**src/rtl/mon_seq_pkg.sv**
```systemverilog
// Shared encodings for the AGC monitor-port sequencer: opcodes, response
// error codes, FSM states and the MDT bus width.
package mon_seq_pkg;

  localparam int MDT_W = 16;

  localparam logic [2:0] OP_START = 3'd0;
  localparam logic [2:0] OP_STOP  = 3'd1;
  localparam logic [2:0] OP_LOAD  = 3'd2;
  localparam logic [2:0] OP_READ  = 3'd3;
  localparam logic [2:0] OP_LDCH  = 3'd4;
  localparam logic [2:0] OP_RDCH  = 3'd5;

  localparam logic [1:0] ERR_OK      = 2'd0;
  localparam logic [1:0] ERR_TIMEOUT = 2'd1;
  localparam logic [1:0] ERR_ILLEGAL = 2'd2;
  localparam logic [1:0] ERR_GOJAM   = 2'd3;

  typedef enum logic [2:0] {
    S_IDLE      = 3'd0,
    S_START     = 3'd1,
    S_STOP_WAIT = 3'd2,
    S_ARM       = 3'd3,
    S_ADDR      = 3'd4,
    S_DATA      = 3'd5,
    S_FINISH    = 3'd6,
    S_RESP      = 3'd7
  } state_t;

  function automatic logic op_illegal(input logic [2:0] op);
    return op > OP_RDCH;
  endfunction

  // Memory/channel transfers only make sense while the core is stopped.
  function automatic logic op_needs_stop(input logic [2:0] op);
    return (op == OP_LOAD) || (op == OP_READ) || (op == OP_LDCH) || (op == OP_RDCH);
  endfunction

  function automatic logic op_is_read(input logic [2:0] op);
    return (op == OP_READ) || (op == OP_RDCH);
  endfunction

endpackage

```
**src/rtl/mon_edge_det.sv**
```systemverilog
// Registered rising-edge detector: one-cycle pulse, one cycle after the input rises.
module mon_edge_det (
  input  logic clk,
  input  logic rst_n,
  input  logic din,
  output logic rise
);

  logic q;
  logic q_d;

  always_ff @(posedge clk or negedge rst_n) begin
    if (!rst_n) begin
      q   <= 1'b0;
      q_d <= 1'b0;
    end else begin
      q   <= din;
      q_d <= q;
    end
  end

  assign rise = q & ~q_d;

endmodule

```
**src/rtl/mon_sequencer.sv**
```systemverilog
// Monitor-port transaction sequencer: turns one command into a cycle-exact
// MSTRT/MSTP/MLOAD/MREAD/MLDCH/MRDCH/MDT sequence locked to MT01/MT07/MT10/MT12.
module mon_sequencer
  import mon_seq_pkg::*;
#(
  parameter int unsigned START_CYCLES   = 250,
  parameter int unsigned TIMEOUT_CYCLES = 65536
) (
  input  logic             SIM_CLK,
  input  logic             SIM_RST_n,
  // Handshakes: a transfer happens on a rising edge where valid && ready;
  // valid and its payload stay stable until that edge.
  input  logic             cmd_valid,
  output logic             cmd_ready,
  input  logic [2:0]       cmd_op,
  input  logic [15:0]      cmd_addr,
  input  logic [15:0]      cmd_data,
  output logic             rsp_valid,
  input  logic             rsp_ready,
  output logic [15:0]      rsp_data,
  output logic [1:0]       rsp_err,
  input  logic             MT01,
  input  logic             MT07,
  input  logic             MT10,
  input  logic             MT12,
  input  logic             MGOJAM,
  input  logic [15:0]      MWL,
  output logic             MSTRT,
  output logic             MSTP,
  output logic             MREAD,
  output logic             MLOAD,
  output logic             MRDCH,
  output logic             MLDCH,
  output logic [MDT_W-1:0] MDT,
  output logic             stopped,
  output state_t           dbg_state
);

  state_t      state;
  logic [2:0]  op_q;
  logic [15:0] data_q;
  logic [31:0] start_cnt;
  logic [31:0] wdog;
  logic        mt01_rise, mt07_rise, mt10_rise, mt12_rise;
  logic        in_wait, gojam_hit, timeout_hit;

  mon_edge_det u_mt01 (.clk(SIM_CLK), .rst_n(SIM_RST_n), .din(MT01), .rise(mt01_rise));
  mon_edge_det u_mt07 (.clk(SIM_CLK), .rst_n(SIM_RST_n), .din(MT07), .rise(mt07_rise));
  mon_edge_det u_mt10 (.clk(SIM_CLK), .rst_n(SIM_RST_n), .din(MT10), .rise(mt10_rise));
  mon_edge_det u_mt12 (.clk(SIM_CLK), .rst_n(SIM_RST_n), .din(MT12), .rise(mt12_rise));

  assign in_wait     = (state == S_STOP_WAIT) || (state == S_ARM) ||
                       (state == S_ADDR) || (state == S_DATA);
  assign gojam_hit   = MGOJAM && (in_wait || (state == S_START));
  assign timeout_hit = in_wait && (wdog == 32'(TIMEOUT_CYCLES - 1));
  assign dbg_state   = state;

  always_ff @(posedge SIM_CLK or negedge SIM_RST_n) begin
    if (!SIM_RST_n) begin
      state     <= S_IDLE;
      op_q      <= OP_START;
      data_q    <= '0;
      start_cnt <= '0;
      wdog      <= '0;
      cmd_ready <= 1'b1;
      rsp_valid <= 1'b0;
      rsp_data  <= '0;
      rsp_err   <= ERR_OK;
      MSTRT     <= 1'b0;
      MSTP      <= 1'b0;
      MREAD     <= 1'b0;
      MLOAD     <= 1'b0;
      MRDCH     <= 1'b0;
      MLDCH     <= 1'b0;
      MDT       <= '0;
      stopped   <= 1'b0;
    end else if (gojam_hit || timeout_hit) begin
      // Abort path: every strobe drops now, FINISH then reports the cause.
      MSTRT   <= 1'b0;
      MREAD   <= 1'b0;
      MLOAD   <= 1'b0;
      MRDCH   <= 1'b0;
      MLDCH   <= 1'b0;
      MDT     <= '0;
      rsp_err <= gojam_hit ? ERR_GOJAM : ERR_TIMEOUT;
      if (gojam_hit) stopped <= 1'b0;
      state   <= S_FINISH;
    end else begin
      case (state)
        S_IDLE: begin
          if (cmd_valid) begin
            op_q      <= cmd_op;
            data_q    <= cmd_data;
            cmd_ready <= 1'b0;
            rsp_data  <= '0;
            rsp_err   <= ERR_OK;
            start_cnt <= '0;
            wdog      <= '0;
            if (op_illegal(cmd_op) || (op_needs_stop(cmd_op) && !stopped)) begin
              rsp_err   <= ERR_ILLEGAL;
              rsp_valid <= 1'b1;
              state     <= S_RESP;
            end else begin
              case (cmd_op)
                OP_START: begin
                  MSTP    <= 1'b0;
                  stopped <= 1'b0;
                  MSTRT   <= 1'b1;
                  state   <= S_START;
                end
                OP_STOP: begin
                  MSTP  <= 1'b1;
                  state <= S_STOP_WAIT;
                end
                OP_LOAD: begin
                  MLOAD <= 1'b1;
                  MDT   <= cmd_addr;
                  state <= S_ARM;
                end
                OP_READ: begin
                  MREAD <= 1'b1;
                  MDT   <= cmd_addr;
                  state <= S_ARM;
                end
                OP_LDCH: begin
                  MLDCH <= 1'b1;
                  MDT   <= {7'b0, cmd_addr[8:0]};
                  state <= S_ARM;
                end
                default: begin
                  MRDCH <= 1'b1;
                  MDT   <= {7'b0, cmd_addr[8:0]};
                  state <= S_ARM;
                end
              endcase
            end
          end
        end
        S_START: begin
          if (start_cnt == 32'(START_CYCLES - 1)) begin
            MSTRT     <= 1'b0;
            rsp_valid <= 1'b1;
            state     <= S_RESP;
          end else begin
            start_cnt <= start_cnt + 32'd1;
          end
        end
        S_STOP_WAIT: begin
          if (mt12_rise) begin
            stopped   <= 1'b1;
            rsp_valid <= 1'b1;
            state     <= S_RESP;
          end else begin
            wdog <= wdog + 32'd1;
          end
        end
        S_ARM: begin
          if (mt01_rise) begin
            wdog  <= '0;
            state <= S_ADDR;
          end else begin
            wdog <= wdog + 32'd1;
          end
        end
        S_ADDR: begin
          if (mt07_rise) begin
            if (!op_is_read(op_q)) MDT <= data_q;
            wdog  <= '0;
            state <= S_DATA;
          end else begin
            wdog <= wdog + 32'd1;
          end
        end
        S_DATA: begin
          // Capture happens even when MT12 arrives in the same cycle.
          if (mt10_rise && op_is_read(op_q)) rsp_data <= MWL;
          if (mt12_rise) begin
            MREAD <= 1'b0;
            MLOAD <= 1'b0;
            MRDCH <= 1'b0;
            MLDCH <= 1'b0;
            MDT   <= '0;
            state <= S_FINISH;
          end else begin
            wdog <= wdog + 32'd1;
          end
        end
        S_FINISH: begin
          if (MGOJAM) begin
            rsp_err <= ERR_GOJAM;
            stopped <= 1'b0;
          end
          rsp_valid <= 1'b1;
          state     <= S_RESP;
        end
        default: begin
          if (rsp_ready) begin
            rsp_valid <= 1'b0;
            cmd_ready <= 1'b1;
            state     <= S_IDLE;
          end
        end
      endcase
    end
  end

endmodule

```
**config.mk**
```make
export PLATFORM = sky130hd
export DESIGN_NAME = mon_sequencer
export DESIGN_NICKNAME = d
export VERILOG_FILES = /design/src/rtl/mon_seq_pkg.sv /design/src/rtl/mon_edge_det.sv /design/src/rtl/mon_sequencer.sv
export SDC_FILE = /design/constraint.sdc
export NUM_CORES = 1
export LEC_CHECK = 0
export CORE_ASPECT_RATIO = 0.8
export CORE_MARGIN = 2
export CORE_UTILIZATION = 40
export DETAILED_ROUTE_END_ITERATION = 12
export PLACE_DENSITY = 0.69
export SYNTH_ARGS = -nofsm -noshare
export SYNTH_HDL_FRONTEND = slang
export SYNTH_SLANG_ARGS = --single-unit
```
**constraint.sdc**
```tcl
create_clock -name SIM_CLK -period 2.45 [get_ports SIM_CLK]
set_input_delay 0.245 -clock SIM_CLK [delete_from_list [all_inputs] [get_ports SIM_CLK]]
set_output_delay 0.245 -clock SIM_CLK [all_outputs]
set_load 0.05 [all_outputs]
```
==> results by group, run 1 <==
Outcome
  • Status: completed

Placed design
  • Routability cong.: 0.9107
  • PortBufs: 105
  • HPWL Detailed: 13,470 um
  • Worst slack at placement: 0.07893 ns

Finish
  • Multi-input gate area: 3493 um^2
  • Nets: 973
  • Commonest cells after routing, fill and taps aside: 141 x nand2_1, 136 x dfrtp_1, 104 x clkdlybuf4s50_1, 74 x nor2_1, 46 x o21ai_0
  • Antenna Cells: 0
  • Fillcell total: 1,582
  • P&R area growth vs syn: 29.41%
  • Share of post-route cells with drive strength above 1: 0.1258
  • Commonest non-fill, non-tap cell in the layout: nand2_1
  • Register area: 3430 um^2

Setup path
  • FF-to-FF setup slack: 0.14 ns
  • Reg2Reg Depth: 8
  • Reg2reg end: wdog[28]
  • Critical Path Sink: wdog[28]
  • Worst flop-to-flop path startpoint: wdog[0]
  • Crit path required time: 2.75 ns
  • Critical Path Source Type: flop
  • Setup crit start: wdog[0]
  • Critical Path End Type: flop
  • Crit path kind: reg2reg
  • Worst-path fanout max: 8
  • WP data arrival: 2.60 ns

CTS
  • Root Buffer: clkbuf_16
  • Longest Clk Path Bufs: 2
  • Clock Sinks: 137
  • Worst-Skew Late Latency: 0.42 ns
  • Clock edge transition at the registers on the reported setup and hold paths: 0.06 ns
  • Total CTS buffers: 17
  • H-tree levels: 4
  • CTS tree: yes

Route
  • Drt via density: 5.514
  • Wire per inst: 16.77 um
  • Vias: 6,325
  • Final WL: 19,240 um
  • Initial DRC Count: 518
  • Pre-antenna DRT Iters: 5
  • Post-DRT Antenna Nets: 0
  • DRC errors left: 0

Synth
  • Post-Syn Area per Cell: 9.105 um^2
  • Netlist cell types: 68
  • FF+latch count, synth: 137
  • Post-synth top area cell: dfrtp_1
  • Post-synth top area share: 0.4755
  • Syn nets: 849
  • EDFF count, synth: 0
  • Ys async rst share: 1.000
  • Area of the mapped netlist: 7157 um^2
  • Register area share after synthesis: 0.4792
  • Main synth FF type: dfrtp_1
  • Syn Inst Count: 786
  • Synth warn: 0
  • Top post-synthesis cells by area: dfrtp_1 48%, nand2_1 7.4%, nor2_1 3.9%, xnor2_1 3.5%, o21ai_0 3.2%

STA
  • Slew Limit Fails: 0
  • Final min period: 2.307 ns
  • Setup-failing EPs final: 0
  • Fin Hold WS: 0.2669 ns
  • Hold Vio Cnt, Final: 0
  • Worst setup margin: 0.1429 ns
  • Slew of the pin with the lowest slew margin: 0.5613 ns
  • Slew margin rel.: 0.6246
  • Top achievable clock speed: 433.4 MHz
  • Final period util: 0.9417
  • Clock skew: 0.009615 ns
  • Sum Neg Setup Slack: 0 ns

Die
  • Core Region: 17,430 um^2
  • Die Area: 18,980 um^2
  • Num rows: 43
  • Die Y: 123.6 um
  • Top Ports: 106
  • Die width: 153.6 um
  • Initial Util: 0.4106

Global routing
  • Number of global-route vias before repair: 6,073
  • Global-route wire length before repair: 31,710 um
  • Antenna violations before repair: 0
  • Grt ovf: 0
  • GRT Total Usage: 0.2087
  • Largest net degree at the start of global routing: 59

Worst hold path
  • Hold path depth: 1
  • Hold Crit Class: in2reg

Power
  • Design Power: 9.543 mW
  • Cell area power density: 1030 nW/um^2
  • Maximum vdd drop: 0.5099 mV
  • P_leak: 3.950 nW

Run
  • Max cap viols: 0
==> through the flow <==
| step | std cells | cell area [um^2] | util |
|---|---|---|---|
| floorplan | 786 | 7157 | - |
| global placement | 1114 | 8616 | 0.4943 |
| detailed placement | 1114 | 8616 | 0.4943 |
| CTS | 1146 | 9228 | 0.5294 |
| global route | 1147 | 9261 | 0.5313 |
| finish | 1147 | 9261 | 0.5313 |
==> where the power goes <==
part           switching [mW]  internal, mW
clock network           0.973          1.64
logic                    2.50          1.36
registers               0.342          2.72
==> sequential cells by signal, summed over array words and instances, names as in the netlist, 2 cells and up <==
signal / flops
start_cnt: 32
wdog: 32
MDT: 16
data_q: 16
rsp_data: 16
dbg_state: 3
op_q: 3
rsp_err: 2
==> worst max-delay path, stage by stage (launching register included) <==
cell	delay [ns]
dfrtp_1	0.37
ha_1	0.22
nand3_2	0.12
buf_4	0.18
nor4_4	0.39
nand4_2	0.31
nor4_1	0.38
xnor2_1	0.16
nor2_1	0.05
==> layer usage <==
metal | global-route usage | wire length [um]
met3 | 0.05567 | 1305
met5 | 0 | 0
met4 | 0.04472 | 155
met1 | 0.3044 | 9214
met2 | 0.3142 | 8564
==> worst min-delay path by stage <==
stage | end | startpoint | slack (ns)
2_1_floorplan | MDT[0] | SIM_RST_n | -0.05
4_1_cts | u_mt12.q | MT12 | 0.25
3_3_place_gp | wdog[7] | SIM_RST_n | 0.23
6_report | u_mt12.q | MT12 | 0.27
3_5_place_dp | wdog[10] | SIM_RST_n | 0.22
5_1_grt | u_mt12.q | MT12 | 0.24
==> synthesized netlist by cell type (3+ instances only) <==
cell and n:
nor4_1 13, nand4_1 19, nand2_1 141, a31oi_1 8, o31ai_1 14, a21oi_1 33, nor3_1 16, buf_4 3
and4_1 7, a211oi_1 7, o21ai_0 46, dfrtp_1 136, o2bb2ai_1 16, ha_1 3, buf_6 3, nor4_2 7
o41ai_1 7, a21o_1 5, nand3_1 26, xnor2_1 29, or4_1 3, nor2_1 75, and3_1 19, buf_2 14
a22oi_1 8, o21ai_1 12, mux2i_1 5, nand2b_1 9, clkbuf_1 18, nor2b_1 6, inv_1 12, and2_1 6
nor3_2 12, buf_1 6
==> layout make-up <==
class	instances	area share
timing repair buffer	149	0.1523
clock buffer	19	0.04891
sequential	137	0.3703
clock inverter	12	0.01608
inverter	12	0.004864
tap	225	0.03040
multi-input combinational	593	0.3772
==> cell families (layout without fill, tap and decap cells) <==
| family | count (synthesis) | after routing | synth area share |
|---|---|---|---|
| compound gates | 175 | 175 | 0.1566 |
| buf+inv | 56 | 192 | 0.03654 |
| fa+ha+maj | 3 | 3 | 0.005245 |
| xor+xnor | 30 | 30 | 0.03671 |
| simple gates | 380 | 380 | 0.2787 |
| mux | 5 | 5 | 0.006993 |
| flops | 137 | 137 | 0.4792 |
==> timing repair <==
action                                  in CTS  in global routing
endpoints found under the setup margin       0                 18
hold buffers                                 1                  0
hold endpoints to repair                    48                  0
buffers inserted                             0                  1
resized for setup                            0                  5
Note: power is estimated with default switching activity, not from simulation.
==> run 2, diff against run 1 <==
--- a/config.mk
+++ b/config.mk
@@ -5,11 +5,12 @@
 export SDC_FILE = /design/constraint.sdc
 export NUM_CORES = 1
 export LEC_CHECK = 0
+export CAP_MARGIN = 25
 export CORE_ASPECT_RATIO = 0.8
 export CORE_MARGIN = 2
-export CORE_UTILIZATION = 40
+export CORE_UTILIZATION = 50
 export DETAILED_ROUTE_END_ITERATION = 12
-export PLACE_DENSITY = 0.69
+export PLACE_DENSITY = 0.82
 export SYNTH_ARGS = -nofsm -noshare
 export SYNTH_HDL_FRONTEND = slang
 export SYNTH_SLANG_ARGS = --single-unit
==> run 2 against run 1 <==
Against the previous run:
- wire length decreased by 4.3%
- sequential power about the same
- die area decreased by 19%
- worst hold slack got worse by 0.0061 ns
- critical path type unchanged
==> results by group, run 2 (same netlist as run 1, synthesis figures left out) <==
Setup path
  • FF-to-FF setup slack: 0.14 ns (about the same)
  • Crit path kind: reg2reg (unchanged)
  • Critical Path Source Type: flop (unchanged)
  • Critical-path cell list: ha_1 -> nand3_2 -> nor4_2 -> buf_4 -> nand2_1 -> nor2_1 -> nor3_2 -> o2bb2ai_1 (was ha_1 -> nand3_2 -> buf_4 -> nor4_4 -> nand4_2 -> nor4_1 -> xnor2_1 -> nor2_1)
  • Bufs and invs on worst path: 1 (unchanged)
  • Crit path required time: 2.79 ns (was 2.75 ns)
  • Delay of the slowest critical-path stage: 0.79 ns (was 0.39 ns)
  • CP top delay family: simple AND/OR/NAND/NOR gates (unchanged)
  • Worst-path fanout max: 15 (was 8)
  • Critical Path End Type: flop (unchanged)
  • Slowest stage cell, crit path: nor3_2 (was nor4_4)
  • WP data arrival: 2.65 ns (was 2.60 ns)

Placed design
  • HPWL Detailed: 12,550 um (was 13,470 um)
  • Cell Area, Placed: 8524 um^2 (was 8616 um^2)
  • Routability cong.: 0.8776 (was 0.9107)
  • Worst slack at placement: -0.04812 ns (was 0.07893 ns)
  • PortBufs: 105 (unchanged)

Die
  • Initial Util: 0.5057 (was 0.4106)
  • Core Region: 14,150 um^2 (was 17,430 um^2)
  • Top Ports: 106 (unchanged)
  • Num rows: 39 (was 43)
  • Die width: 137.8 um (was 153.6 um)
  • Die Y: 111.0 um (was 123.6 um)
  • Die Area: 15,290 um^2 (was 18,980 um^2)

Route
  • Pre-antenna DRT Iters: 5 (unchanged)
  • DRC errors left: 0 (unchanged)
  • Drt via density: 5.814 (was 5.514)
  • Final WL: 18,410 um (was 19,240 um)
  • Post-DRT Antenna Nets: 0 (unchanged)
  • Initial DRC Count: 647 (was 518)
  • Vias: 6,413 (was 6,325)
  • Wire per inst: 16.69 um (was 16.77 um)

Power
  • P_leak: 3.902 nW (was 3.950 nW)
  • Design Power: 9.477 mW (was 9.543 mW)
  • Maximum vdd drop: 0.7073 mV (was 0.5099 mV)
  • Cell area power density: 1037 nW/um^2 (was 1030 nW/um^2)

CTS
  • Worst-Skew Late Latency: 0.43 ns (was 0.42 ns)
  • Longest Clk Path Bufs: 2 (unchanged)
  • H-tree levels: 4 (unchanged)
  • Clock Sinks: 137 (unchanged)
  • Clock edge transition at the registers on the reported setup and hold paths: 0.06 ns (about the same)
  • Root Buffer: clkbuf_16 (unchanged)
  • CTS tree: yes (unchanged)
  • Total CTS buffers: 17 (unchanged)

Global routing
  • GRT Total Usage: 0.2572 (was 0.2087)
  • Antenna violations before repair: 1 (was 0)
  • Number of global-route vias before repair: 6,328 (was 6,073)
  • Grt ovf: 0 (unchanged)
  • Largest net degree at the start of global routing: 60 (was 59)
  • Global-route wire length before repair: 31,310 um (was 31,710 um)

STA
  • Hold Vio Cnt, Final: 0 (unchanged)
  • Top achievable clock speed: 433.3 MHz (was 433.4 MHz)
  • Slew of the pin with the lowest slew margin: 0.9785 ns (was 0.5613 ns)
  • RSZ-0062 raised after global routing: no
  • Setup-failing EPs final: 0 (unchanged)
  • Final period util: 0.9420 (was 0.9417)
  • Final min period: 2.308 ns (was 2.307 ns)
  • Worst setup margin: 0.1422 ns (was 0.1429 ns)
  • Clock skew: 0.008356 ns (was 0.009615 ns)
  • Slew margin rel.: 0.3441 (was 0.6246)
  • Slew Limit Fails: 0 (unchanged)

Finish
  • P&R area growth vs syn: 27.69% (was 29.41%)
  • Share of post-route cells with drive strength above 1: 0.1164 (was 0.1258)
  • Nets: 970 (was 973)
  • Commonest cells after routing, fill and taps aside: 141 x nand2_1, 136 x dfrtp_1, 104 x clkdlybuf4s50_1, 75 x nor2_1, 46 x o21ai_0 (was 141 x nand2_1, 136 x dfrtp_1, 104 x clkdlybuf4s50_1, 74 x nor2_1, 46 x o21ai_0)
  • Finished layout cell area: 9139 um^2 (was 9261 um^2)
  • Fillcell total: 1,131 (was 1,582)
  • Biggest regs: start_cnt (32), wdog (32) (unchanged)
  • Antenna Cells: 0 (unchanged)
  • Commonest non-fill, non-tap cell in the layout: nand2_1 (unchanged)

Worst hold path
  • Hold Crit Class: in2reg (unchanged)

Outcome
  • Status: completed (unchanged)

Run
  • Max cap viols: 0 (unchanged)
==> run 2: cell count changes in the layout (fill, tap and decap cells not counted), moves of 2 or more <==
cell and delta:
buf_12 -2, clkinv_4 -2, nor4_1 +2, buf_4 -2, nor4_2 -2, clkbuf_1 +3
==> run 2: layout make-up <==
class / count / area [um^2] / share of cell area
multi-input combinational: 593 / 3481 / 0.3809
timing repair buffer: 146 / 1366 / 0.1495
clock inverter: 9 / 122.6 / 0.01342
clock buffer: 22 / 464.2 / 0.05079
sequential: 137 / 3430 / 0.3753
inverter: 12 / 45.04 / 0.004929
tap: 184 / 230.2 / 0.02519
==> run 2: worst paths after layout <==
path / endpoint / start / cells after the start
setup reg to reg: MDT[8] / wdog[0] / 8
setup / recovery: MDT[8] / wdog[0] / 8
min in group asynchronous: wdog[30] / SIM_RST_n / 2
max in group asynchronous: cmd_ready / SIM_RST_n / 3
hold reg to reg: u_mt07.q_d / u_mt07.q / 0
hold / removal: u_mt12.q / MT12 / 1
==> run 2: layer usage <==
| layer | vias to the layer above | part of all wire | track usage |
|---|---|---|---|
| met5 | - | 0.00060 | 0 |
| met4 | 2 | 0.012 | 0.06395 |
| met3 | 33 | 0.076 | 0.07910 |
| met2 | 237 | 0.47 | 0.3950 |
| met1 | 3083 | 0.44 | 0.3571 |
| li1 | 3058 | - | - |
==> run 2: timing repair <==
action                                  in CTS  in global routing
endpoints found under the setup margin       0                  2
hold buffers                                 1                  0
hold endpoints to repair                    55                  0
gates resized for setup                      0                  3
setup buffers                                0                  0
==> run 2: per-stage QoR <==
stage | instances | TNS [ns] | utilization | hold slack (ns)
final | 1103 | 0 | 0.6458 | 0.2608
after global routing | 1103 | 0 | 0.6458 | 0.2466
after CTS | 1103 | 0 | 0.6446 | 0.2472
after detailed placement | 1071 | -0.5256 | 0.6024 | 0.2577
after global placement | 1071 | -0.0002716 | 0.6024 | 0.2626
after floorplan | 786 | 0 | - | -0.05059
==> run 2: power breakdown <==
group	leakage (nW)	switching (mW)	internal, mW
clock	0.290	0.954	1.64
combinational	1.78	2.50	1.33
sequential	1.83	0.338	2.72
